`src/rtl/vga_console_pkg.sv`:
```
// Shared geometry, control codes and encodings for the VGA console terminal front-end.
package vga_console_pkg;

    localparam int NUM_ROWS  = 3;
    localparam int NUM_COLS  = 10;
    localparam int NUM_CHARS = NUM_ROWS * NUM_COLS;
    localparam int ADDR_W    = 6;
    localparam int ROW_W     = 2;
    localparam int COL_W     = 4;

    localparam logic [2:0] BLANK_COLOR        = 3'b010;
    localparam logic [2:0] DEFAULT_TEXT_COLOR = 3'b111;
    localparam logic [9:0] BLANK_CELL         = {BLANK_COLOR, 7'h20};

    localparam logic [7:0] CC_BS        = 8'h08;
    localparam logic [7:0] CC_LF        = 8'h0A;
    localparam logic [7:0] CC_FF        = 8'h0C;
    localparam logic [7:0] CC_CR        = 8'h0D;
    localparam logic [7:0] PRINT_FIRST  = 8'h20;
    localparam logic [7:0] PRINT_LAST   = 8'h7E;

    typedef enum logic [1:0] {
        IDLE         = 2'd0,
        SCROLL_COPY  = 2'd1,
        SCROLL_CLEAR = 2'd2,
        CLEAR_ALL    = 2'd3
    } tty_state_t;

    typedef enum logic [2:0] {
        CUR_HOLD     = 3'd0,
        CUR_ADVANCE  = 3'd1,
        CUR_HOME     = 3'd2,
        CUR_COL_ZERO = 3'd3,
        CUR_BACK     = 3'd4,
        CUR_NEWLINE  = 3'd5
    } cursor_op_t;

    function automatic logic [ADDR_W-1:0] cell_addr(input logic [ROW_W-1:0] r,
                                                    input logic [COL_W-1:0] c);
        return ADDR_W'(r) * ADDR_W'(NUM_COLS) + ADDR_W'(c);
    endfunction

endpackage

```
`src/rtl/console_cursor.sv`:
```
// Cursor row/column registers; line breaks on the last row keep the row so the
// caller can scroll the buffer underneath it.
module console_cursor
    import vga_console_pkg::*;
(
    input  logic             clk,
    input  logic             rst_n,
    input  cursor_op_t       op,
    output logic [ROW_W-1:0] row,
    output logic [COL_W-1:0] col,
    output logic             last_row,
    output logic             wrap_scroll
);

    localparam logic [ROW_W-1:0] LAST_ROW = ROW_W'(NUM_ROWS - 1);
    localparam logic [COL_W-1:0] LAST_COL = COL_W'(NUM_COLS - 1);

    logic [ROW_W-1:0] row_n;
    logic [COL_W-1:0] col_n;

    assign last_row    = (row == LAST_ROW);
    assign wrap_scroll = last_row && (col == LAST_COL);

    // Next cursor position for the requested operation
    always_comb begin
        row_n = row;
        col_n = col;
        case (op)
            CUR_ADVANCE: begin
                if (col == LAST_COL) begin
                    col_n = '0;
                    row_n = last_row ? row : row + ROW_W'(1);
                end else begin
                    col_n = col + COL_W'(1);
                end
            end
            CUR_NEWLINE: begin
                col_n = '0;
                row_n = last_row ? row : row + ROW_W'(1);
            end
            CUR_HOME: begin
                row_n = '0;
                col_n = '0;
            end
            CUR_COL_ZERO: col_n = '0;
            CUR_BACK: begin
                if (col != '0) begin
                    col_n = col - COL_W'(1);
                end else begin
                    col_n = col;
                end
            end
            default: begin
                row_n = row;
                col_n = col;
            end
        endcase
    end

    // Cursor state register
    always_ff @(posedge clk) begin
        if (!rst_n) begin
            row <= '0;
            col <= '0;
        end else begin
            row <= row_n;
            col <= col_n;
        end
    end

endmodule

```
`src/rtl/vga_console_tty.sv`:
```
// Terminal front-end: interprets a byte stream into text-buffer writes, with
// scroll-up and full-screen clear sequenced one cell per cycle.
module vga_console_tty
    import vga_console_pkg::*;
(
    input  logic              clk,
    input  logic              rst_n,
    input  logic [7:0]        ch_data,
    input  logic [2:0]        ch_color,
    input  logic              ch_valid,
    output logic              ch_ready,
    output logic              tb_we,
    output logic [ADDR_W-1:0] tb_addr,
    output logic [9:0]        tb_wdata,
    output logic [ADDR_W-1:0] tb_raddr,
    input  logic [9:0]        tb_rdata,
    output logic [ROW_W-1:0]  cur_row,
    output logic [COL_W-1:0]  cur_col,
    output logic              busy
);

    localparam logic [ADDR_W-1:0] COPY_LAST  = ADDR_W'(NUM_CHARS - NUM_COLS - 1);
    localparam logic [ADDR_W-1:0] CLEAR_LAST = ADDR_W'(NUM_COLS - 1);
    localparam logic [ADDR_W-1:0] ALL_LAST   = ADDR_W'(NUM_CHARS - 1);
    localparam logic [ADDR_W-1:0] LAST_BASE  = ADDR_W'(NUM_CHARS - NUM_COLS);

    tty_state_t        state, state_n;
    logic [ADDR_W-1:0] idx, idx_n;
    cursor_op_t        op;
    logic              last_row, wrap_scroll, accept, printable;
    logic              we_n;
    logic [ADDR_W-1:0] addr_n;
    logic [9:0]        wdata_n;

    console_cursor u_cursor (
        .clk         (clk),
        .rst_n       (rst_n),
        .op          (op),
        .row         (cur_row),
        .col         (cur_col),
        .last_row    (last_row),
        .wrap_scroll (wrap_scroll)
    );

    assign ch_ready  = (state == IDLE);
    assign busy      = (state != IDLE);
    assign accept    = ch_valid && ch_ready;
    assign printable = (ch_data >= PRINT_FIRST) && (ch_data <= PRINT_LAST);
    // Source row is one row below the destination, so reads always lead writes
    assign tb_raddr  = (state == SCROLL_COPY) ? idx + ADDR_W'(NUM_COLS) : '0;

    // Byte interpretation and scroll/clear sequencing
    always_comb begin
        state_n = state;
        idx_n   = idx;
        op      = CUR_HOLD;
        we_n    = 1'b0;
        addr_n  = tb_addr;
        wdata_n = tb_wdata;
        case (state)
            IDLE: begin
                if (!accept) begin
                    state_n = IDLE;
                end else if (printable) begin
                    we_n    = 1'b1;
                    addr_n  = cell_addr(cur_row, cur_col);
                    wdata_n = {ch_color, ch_data[6:0]};
                    op      = CUR_ADVANCE;
                    if (wrap_scroll) begin
                        state_n = SCROLL_COPY;
                        idx_n   = '0;
                    end else begin
                        state_n = IDLE;
                    end
                end else begin
                    case (ch_data)
                        CC_LF: begin
                            op = CUR_NEWLINE;
                            if (last_row) begin
                                state_n = SCROLL_COPY;
                                idx_n   = '0;
                            end else begin
                                state_n = IDLE;
                            end
                        end
                        CC_CR: op = CUR_COL_ZERO;
                        CC_BS: begin
                            if (cur_col != '0) begin
                                op      = CUR_BACK;
                                we_n    = 1'b1;
                                addr_n  = cell_addr(cur_row, cur_col - COL_W'(1));
                                wdata_n = BLANK_CELL;
                            end else begin
                                op = CUR_HOLD;
                            end
                        end
                        CC_FF: begin
                            op      = CUR_HOME;
                            state_n = CLEAR_ALL;
                            idx_n   = '0;
                        end
                        default: op = CUR_HOLD;
                    endcase
                end
            end
            SCROLL_COPY: begin
                we_n    = 1'b1;
                addr_n  = idx;
                wdata_n = tb_rdata;
                if (idx == COPY_LAST) begin
                    state_n = SCROLL_CLEAR;
                    idx_n   = '0;
                end else begin
                    idx_n = idx + ADDR_W'(1);
                end
            end
            SCROLL_CLEAR: begin
                we_n    = 1'b1;
                addr_n  = LAST_BASE + idx;
                wdata_n = BLANK_CELL;
                if (idx == CLEAR_LAST) begin
                    state_n = IDLE;
                    idx_n   = '0;
                end else begin
                    idx_n = idx + ADDR_W'(1);
                end
            end
            CLEAR_ALL: begin
                we_n    = 1'b1;
                addr_n  = idx;
                wdata_n = BLANK_CELL;
                if (idx == ALL_LAST) begin
                    state_n = IDLE;
                    idx_n   = '0;
                end else begin
                    idx_n = idx + ADDR_W'(1);
                end
            end
            default: begin
                state_n = IDLE;
                idx_n   = '0;
            end
        endcase
    end

    // State, index and registered write port
    always_ff @(posedge clk) begin
        if (!rst_n) begin
            state    <= IDLE;
            idx      <= '0;
            tb_we    <= 1'b0;
            tb_addr  <= '0;
            tb_wdata <= '0;
        end else begin
            state    <= state_n;
            idx      <= idx_n;
            tb_we    <= we_n;
            tb_addr  <= addr_n;
            tb_wdata <= wdata_n;
        end
    end

endmodule

```
`config.mk`:
```
export PLATFORM = sky130hd
export DESIGN_NAME = vga_console_tty
export DESIGN_NICKNAME = d
export VERILOG_FILES = /design/src/rtl/vga_console_pkg.sv /design/src/rtl/console_cursor.sv /design/src/rtl/vga_console_tty.sv
export SDC_FILE = /design/constraint.sdc
export NUM_CORES = 1
export LEC_CHECK = 0
export BUFFER_PORTS_ARGS = -buffer_cell sky130_fd_sc_hd__clkbuf_2
export CORE_ASPECT_RATIO = 0.9
export CORE_UTILIZATION = 53
export CTS_BUF_LIST = sky130_fd_sc_hd__clkbuf_4 sky130_fd_sc_hd__clkbuf_8 sky130_fd_sc_hd__clkbuf_16
export DETAILED_ROUTE_END_ITERATION = 8
export PLACE_DENSITY = 0.91
export RECOVER_POWER = 25
export SLEW_MARGIN = 0
export SYNTH_ARGS = -nofsm -noshare
export SYNTH_HDL_FRONTEND = slang
export SYNTH_SLANG_ARGS = --single-unit
```
`constraint.sdc`:
```
create_clock -name clk -period 3.1 [get_ports clk]
set_clock_uncertainty 0.15 [all_clocks]
set_input_delay 0.31 -clock clk [delete_from_list [all_inputs] [get_ports clk]]
set_output_delay 0.31 -clock clk [all_outputs]
set_load 0.03 [all_outputs]
```
==> load_flow_metrics.sql, run 1 <==
INSERT INTO impl_metrics (metric_group, metric, value, unit) VALUES
('setup_path', 'worst_path_dominant_cell_family', 'adder cells', ''),
('timing', 'layout_min_cycle_time', '2630', 'ps'),
('die', 'fp.dieArea', '0.00434', 'mm^2'),
('timing', 'rsz0062_at_grt', 'no', ''),
('setup_path', 'setup.worst_path.start_class', 'flip-flop', ''),
('synthesis', 'synth_seq_cells', '31', ''),
('timing', 'max_freq', '380', 'MHz'),
('global_route', 'grt_first_pass_wirelength', '9.60', 'mm'),
('setup_path', 'timing.critical_path.depth', '10', ''),
('global_route', 'largest_net_degree_at_the_start_of_global_routing', '32', ''),
('clocking', 'cts_hold_buffers', '0', ''),
('setup_path', 'worst_setup_path_startpoint', 'u_cursor.col[0]$_SDFFE_PN0P_', ''),
('setup_path', 'critical_path.reg2reg.startpoint', 'u_cursor.col[0]$_SDFFE_PN0P_', ''),
('setup_path', 'timing.critical_path.required', '3130', 'ps'),
('clocking', 'clk_root_buffer_cell', 'sky130_fd_sc_hd__clkbuf_8', ''),
('clocking', 'ctsHtreeMaxLevel', '2', ''),
('pwr', 'finalPower', '0.00102', 'W'),
('timing', 'final_min_period_over_clock_period', '84.9', '%'),
('route', 'via_count', '2237', ''),
('synthesis', 'synth_edf_count', '0', ''),
('global_route', 'number_of_global_route_vias_before_repair', '2083', ''),
('setup_path', 'max_stage_delay', '490', 'ps'),
('synthesis', 'synth_cell_type_count', '46', ''),
('outcome', 'outcome', 'complete, no violations', ''),
('pwr', 'pwr_cell_area', '401', 'mW/mm^2'),
('setup_path', 'worstPathMaxFanout', '7', ''),
('worst_hold_path', 'worstHoldPathType', 'in -> reg', ''),
('setup_path', 'worstPathArrival', '2670', 'ps'),
('clocking', 'cts_tree', 'built', ''),
('timing', 'finalSetupViolCount', '0', ''),
('timing', 'setup_tns', '0', 'ps'),
('timing', 'timing.final.max_slew_violations', '0', ''),
('synthesis', 'syn_area', '0.00216', 'mm^2'),
('timing', 'final.setup.worst_slack', '469', 'ps'),
('die', 'die_w', '69.3', 'um'),
('die', 'design.core.area', '0.00381', 'mm^2'),
('clocking', 'cts-root-to-sink-buffers', '2', ''),
('route', 'route.detailed.vias_per_inst', '6.01', ''),
('route', 'drt_first_pass_iters', '4', ''),
('setup_path', 'crit_path_top_delay_cell', 'sky130_fd_sc_hd__dfxtp_1', ''),
('synthesis', 'yosys.area_share.simple', '23.4', '%'),
('route', 'route.detailed.drc', '0', ''),
('setup_path', 'worst-r2r-setup-slack', '470', 'ps'),
('clocking', 'clock_latency', '290', 'ps'),
('synthesis', 'postSynth.asyncResetShare', '0', '%'),
('die', 'top_level_ports', '55', ''),
('synthesis', 'synth_xor_area_share', '4.86', '%'),
('timing', 'slew_headroom', '45.9', '%'),
('route', 'ant_nets', '0', ''),
('clocking', 'post_cts_resize_count', '0', ''),
('finish', 'synthToLayoutAreaGrowth', '17.9', '%'),
('placed_design', 'dp_worst_slack', '340', 'ps'),
('route', 'wire_length_after_detailed_routing', '5.73', 'mm'),
('die', 'core_rows', '21', ''),
('timing', 'report.final.hold_viol_count', '0', ''),
('synthesis', 'synth_top_flop_cell', 'sky130_fd_sc_hd__dfxtp_1', ''),
('synthesis', 'synth_compound_gate_area_share', '25.7', '%'),
('route', 'drt_iter0_drc', '219', ''),
('synthesis', 'synth_seq_area_share', '28.7', '%'),
('finish', 'final-instance-count-excl-fill', '372', ''),
('placed_design', 'placement.io_buffers', '54', ''),
('flow_run', 'timing.max_cap.violations', '0', ''),
('pwr', 'ir_drop', '0.000183', 'V'),
('setup_path', 'path_cells', 'inv_1 -> ha_1 -> a21oi_1 -> ha_1 -> fa_1 -> xnor2_1 -> nor2_1 -> a21oi_1 -> o211ai_1 -> o211a_1', ''),
('finish', 'sequential_cell_area', '621', 'um^2'),
('synthesis', 'main_combinational_cell_family_by_area_after_synthesis', 'compound AO/OA/AOI/OAI gates', ''),
('setup_path', 'crit_buf_inv', '1', ''),
('synthesis', 'postSynthCellCount', '278', ''),
('setup_path', 'rr_worst_depth', '10', ''),
('clocking', 'numCtsBuffers', '5', ''),
('synthesis', 'yosys-mux-area-fraction', '1.85', '%');
==> cell families after synthesis <==
kind of cell,after synthesis
AOI/OAI and AO/OA,85
buffers and inverters,32
adders and majority gates,16
muxes,4
xor gates and xnor gates,12
DFF,31
and+or+nand+nor,98
==> flip-flops by register name, indices dropped and copies added, names as in the netlist <==
name          flops
idx               6
tb_wdata         10
tb_addr           6
u_cursor.col      4
tb_we             1
state             2
u_cursor.row      2
==> per-layer routing <==
layer | global-route usage (%) | up-vias | share of wire, %
met5 | 0 | - | 0
met4 | 7.14 | 0 | 1.1
met3 | 7.58 | 8 | 6.8
met2 | 44.3 | 98 | 45
met1 | 36.5 | 1038 | 47
li1 | - | 1093 | -
==> cells in the final DEF, fill, tap and decap left out, types with 8 or more instances in the layout <==
| master | n |
|---|---|
| sky130_fd_sc_hd__a211oi_1 | 14 |
| sky130_fd_sc_hd__nand2_1 | 16 |
| sky130_fd_sc_hd__clkbuf_2 | 39 |
| sky130_fd_sc_hd__dfxtp_1 | 31 |
| sky130_fd_sc_hd__clkbuf_1 | 15 |
| sky130_fd_sc_hd__ha_1 | 15 |
| sky130_fd_sc_hd__a21oi_1 | 27 |
| sky130_fd_sc_hd__a22oi_1 | 8 |
| sky130_fd_sc_hd__inv_1 | 14 |
| sky130_fd_sc_hd__o21ai_0 | 10 |
| sky130_fd_sc_hd__nor2_1 | 42 |
==> final cells by class <==
cell class	instances	share of cell area [%]
Sequential cell	31	24.3
Timing Repair Buffer	58	11.0
Inverter	14	2.06
Multi-Input combinational cell	215	55.7
Tap cell	46	2.26
Clock buffer	6	3.24
Clock inverter	2	1.37
==> worst min path at each step <==
stage	slack [ps]	endpoint	from	cells past startpoint
floorplan	360	idx[1]$_SDFFE_PN0P_	idx[1]$_SDFFE_PN0P_	2
global placement	330	tb_addr[3]$_SDFFE_PN0P_	tb_addr[3]$_SDFFE_PN0P_	1
detailed placement	340	tb_wdata[8]$_SDFFE_PN0P_	tb_wdata[8]$_SDFFE_PN0P_	2
CTS	190	tb_wdata[8]$_SDFFE_PN0P_	ch_color[1]	3
global route	220	tb_wdata[8]$_SDFFE_PN0P_	ch_color[1]	3
finish	190	tb_wdata[8]$_SDFFE_PN0P_	ch_color[1]	3
==> worst min-delay path: stages <==
cell                       delay (ps)
sky130_fd_sc_hd__clkbuf_2          80
sky130_fd_sc_hd__o22ai_1          110
sky130_fd_sc_hd__a211oi_1          90
==> report_power, final <==
part           leakage, nW  internal [W]  switching [W]  total, W
clock               0.0612      0.000260       0.000160  0.000420
combinational        0.765     0.0000607       0.000116  0.000177
sequential           0.252      0.000414      0.0000114  0.000425
total                 1.08      0.000735       0.000288   0.00102
==> Yosys cell counts, types with 3 or more instances <==
cell type                  count  area share, %
sky130_fd_sc_hd__and2_1        3           0.87
sky130_fd_sc_hd__a21oi_1      27            6.2
sky130_fd_sc_hd__buf_2         5            1.2
sky130_fd_sc_hd__nand3_1       4           0.93
sky130_fd_sc_hd__inv_1        14            2.4
sky130_fd_sc_hd__clkbuf_1     13            2.3
sky130_fd_sc_hd__a21boi_0      4            1.4
sky130_fd_sc_hd__mux2i_1       4            1.9
sky130_fd_sc_hd__nand4_1       4            1.2
sky130_fd_sc_hd__dfxtp_1      31             29
sky130_fd_sc_hd__nor2b_1       3           0.87
sky130_fd_sc_hd__or2_2         4            1.2
sky130_fd_sc_hd__nand2b_1      4            1.2
sky130_fd_sc_hd__xor2_1        7            2.8
sky130_fd_sc_hd__nand2_1      16            2.8
sky130_fd_sc_hd__nor2_1       42            7.3
sky130_fd_sc_hd__ha_1         15            8.7
sky130_fd_sc_hd__xnor2_1       5            2.0
sky130_fd_sc_hd__a211oi_1     14            4.9
sky130_fd_sc_hd__o22ai_1       3           0.87
sky130_fd_sc_hd__a21o_1        3            1.0
sky130_fd_sc_hd__or3_1         4            1.2
sky130_fd_sc_hd__a22oi_1       8            2.8
sky130_fd_sc_hd__o21ai_0      10            2.3
==> metrics by stage <==
stage                     hold slack [ps]  utilization (%)  cell area, um^2
after CTS                             194             67.4             2570
final                                 195             66.9             2550
after global routing                  224             66.9             2550
after detailed placement              341             64.3             2450
after global placement                330             64.3             2450
after floorplan                       356                -             2160
(Power assumes the default switching activity.)
==> run 2, diff against run 1 <==
==> constraint.sdc (replaced) <==
create_clock -name clk -period 2.5 [get_ports clk]
set_clock_uncertainty 0.15 [all_clocks]
set_input_delay 0.25 -clock clk [delete_from_list [all_inputs] [get_ports clk]]
set_output_delay 0.25 -clock clk [all_outputs]
set_load 0.03 [all_outputs]
==> load_flow_metrics.sql, run 2 (synthesized netlist as in run 1, its figures left out) <==
INSERT INTO impl_metrics (metric_group, metric, value, unit) VALUES
('outcome', 'outcome', 'complete, no violations', ''),
('timing', 'max_slew.worst_pin.slew', '825', 'ps'),
('clocking', 'clk_root_buffer_cell', 'sky130_fd_sc_hd__clkbuf_8', ''),
('route', 'drt_iter0_drc', '168', ''),
('global_route', 'largest_net_degree_at_the_start_of_global_routing', '32', ''),
('clocking', 'clock_sink_count', '31', ''),
('setup_path', 'worstPathMaxFanout', '3', ''),
('clocking', 'cts_setup_buffers', '0', ''),
('pwr', 'p_seq_share', '40.0', '%'),
('setup_path', 'max_stage_delay', '360', 'ps'),
('pwr', 'leakage', '1.17', 'nW'),
('clocking', 'clock_latency', '300', 'ps'),
('placed_design', 'detailedPlacementHpwl', '4.53', 'mm'),
('timing', 'report.final.hold_viol_count', '0', ''),
('global_route', 'antenna_found_initial', '0', ''),
('timing', 'setup_tns', '0', 'ps'),
('setup_path', 'setup_crit_path_kind', 'reg -> reg', ''),
('die', 'die_w', '69.3', 'um'),
('pwr', 'ir_drop', '0.000343', 'V'),
('finish', 'sequential_cell_area', '622', 'um^2'),
('timing', 'final.setup.worst_slack', '165', 'ps'),
('finish', 'largest_register', 'tb_wdata', ''),
('finish', 'antenna_cells_inserted', '0', ''),
('setup_path', 'worst_path_dominant_cell_family', 'adder cells', ''),
('setup_path', 'setup.worst_path.start_class', 'flip-flop', ''),
('finish', 'most-common-layout-cells', 'sky130_fd_sc_hd__nor2_1, sky130_fd_sc_hd__clkbuf_2, sky130_fd_sc_hd__dfxtp_1', ''),
('setup_path', 'path_cells', 'inv_1 -> ha_1 -> a21oi_1 -> ha_1 -> fa_2 -> a21o_1 -> a21oi_1 -> nor2_1 -> o22ai_1 -> a211oi_1', ''),
('route', 'ant_nets', '0', ''),
('timing', 'rsz0062_at_grt', 'no', ''),
('clocking', 'clk_transition_reported_paths', '70', 'ps'),
('pwr', 'switching_power', '0.000379', 'W'),
('die', 'top_level_ports', '55', ''),
('die', 'fp.dieArea', '0.00434', 'mm^2'),
('route', 'route.detailed.vias_per_inst', '6.06', ''),
('timing', 'layout_min_cycle_time', '2330', 'ps'),
('flow_run', 'timing.max_cap.violations', '0', ''),
('placed_design', 'placement.io_buffers', '54', ''),
('worst_hold_path', 'worstHoldPathType', 'in -> reg', ''),
('placed_design', 'globalplace.congestion', '0.975', ''),
('timing', 'max_freq', '428', 'MHz'),
('pwr', 'internal_power', '0.000932', 'W'),
('die', 'initial_core_util', '56.8', '%'),
('route', 'via_count', '2358', ''),
('die', 'core_rows', '21', ''),
('finish', 'number_of_flip_flops_under_the_largest_register_name', '10', ''),
('pwr', 'power.switching_fraction', '28.9', '%'),
('global_route', 'grt_first_pass_wirelength', '10.1', 'mm'),
('setup_path', 'worstPathArrival', '2320', 'ps'),
('finish', 'synthToLayoutAreaGrowth', '25.2', '%'),
('finish', 'postLayoutCoreUtil', '71.1', '%'),
('route', 'drt_first_pass_iters', '5', ''),
('pwr', 'pwr_cell_area', '484', 'mW/mm^2'),
('timing', 'finalSetupViolCount', '0', ''),
('global_route', 'globalRouteOverflowTotal', '0', ''),
('clocking', 'numCtsBuffers', '5', ''),
('setup_path', 'timing.critical_path.required', '2490', 'ps'),
('die', 'floorplan.die.height', '62.6', 'um'),
('route', 'wire_per_inst', '16.0', 'um'),
('finish', 'final-instance-count-excl-fill', '389', ''),
('timing', 'slew_headroom', '45.0', '%'),
('global_route', 'globalRouteTotalUtil', '29.6', '%'),
('finish', 'multi_input_comb_area', '0.00144', 'mm^2'),
('finish', 'reg_top3', 'tb_wdata x10, idx x6, tb_addr x6', ''),
('die', 'design.core.area', '0.00381', 'mm^2'),
('placed_design', 'dp_cells', '381', ''),
('timing', 'final_min_period_over_clock_period', '93.4', '%'),
('pwr', 'clock_power_share', '40.7', '%'),
('clocking', 'cts-root-to-sink-buffers', '2', ''),
('timing', 'timing.final.max_slew_violations', '0', ''),
('setup_path', 'crit_path_top_delay_cell', 'sky130_fd_sc_hd__fa_2', ''),
('finish', 'post_route_cells_drive_above_1_share', '23.3', '%'),
('global_route', 'number_of_global_route_vias_before_repair', '2213', ''),
('clocking', 'ctsHtreeMaxLevel', '2', ''),
('setup_path', 'crit_buf_inv', '1', ''),
('finish', 'finalNetCount', '382', ''),
('clocking', 'cts_tree', 'built', ''),
('route', 'route.detailed.drc', '0', ''),
('finish', 'layout_filler_cell_count', '299', ''),
('pwr', 'share_comb_of_total_power', '19.4', '%'),
('finish', 'layout_commonest_cell', 'sky130_fd_sc_hd__nor2_1', ''),
('setup_path', 'timing.critical_path.to_type', 'flip-flop', ''),
('placed_design', 'dp_worst_slack', '-157', 'ps'),
('route', 'wire_length_after_detailed_routing', '6.22', 'mm');
-- run 2: metal layers --
layer  global-route usage, %  wire (um)
met1                    38.6       2700
met2                    45.1       2800
met3                    7.42        605
met4                    15.3        116
met5                       0          0
-- run 2: worst min-delay path: cells and delay by family --
kind | cells | cell delay, ps
buffers and inverters | 1 | 80
AO/OA/AOI/OAI | 2 | 180
-- run 2: power by group through the flow --
stage / logic, W / clock network (W) / registers, W
2_1_floorplan: 0.000116 / 0 / 0.000574
3_3_place_gp: 0.000242 / 0 / 0.000534
3_5_place_dp: 0.000248 / 0 / 0.000535
4_1_cts: 0.000251 / 0.000533 / 0.000524
5_1_grt: 0.000274 / 0.000560 / 0.000526
6_report: 0.000254 / 0.000533 / 0.000524
-- run 2: area by class of cell --
| type | instances | area share (%) |
|---|---|---|
| sequential | 31 | 23.0 |
| inverter | 14 | 1.94 |
| multi-input combinational | 215 | 53.0 |
| tap | 46 | 2.13 |
| clock inverter | 2 | 1.29 |
| timing repair buffer | 75 | 15.6 |
| clock buffer | 6 | 3.05 |
-- run 2: final timing paths --
path                           startpoint                  endpoint  slack, ps  cells past startpoint
min                           ch_color[1]  tb_wdata[8]$_SDFFE_PN0P_        110                      3
max          u_cursor.col[1]$_SDFFE_PN0P_   tb_addr[5]$_SDFFE_PN0P_        170                     10
min reg2reg      tb_wdata[9]$_SDFFE_PN0P_  tb_wdata[9]$_SDFFE_PN0P_        350                      2
max reg2reg  u_cursor.col[1]$_SDFFE_PN0P_   tb_addr[5]$_SDFFE_PN0P_        170                     10
-- run 2: what timing repair did --
action / CTS / global route
hold buffers: 0 / 0
gates resized for setup: 0 / 3
endpoints found under the setup margin: 0 / 2
-- run 2: stage by stage --
step | total power [W] | hold slack [ps] | instance area (um^2)
3_5_place_dp | 0.000784 | 341 | 2590
2_1_floorplan | 0.000690 | 321 | 2170
5_1_grt | 0.00136 | 130 | 2710
6_report | 0.00131 | 112 | 2710
4_1_cts | 0.00131 | 109 | 2710
3_3_place_gp | 0.000776 | 322 | 2590
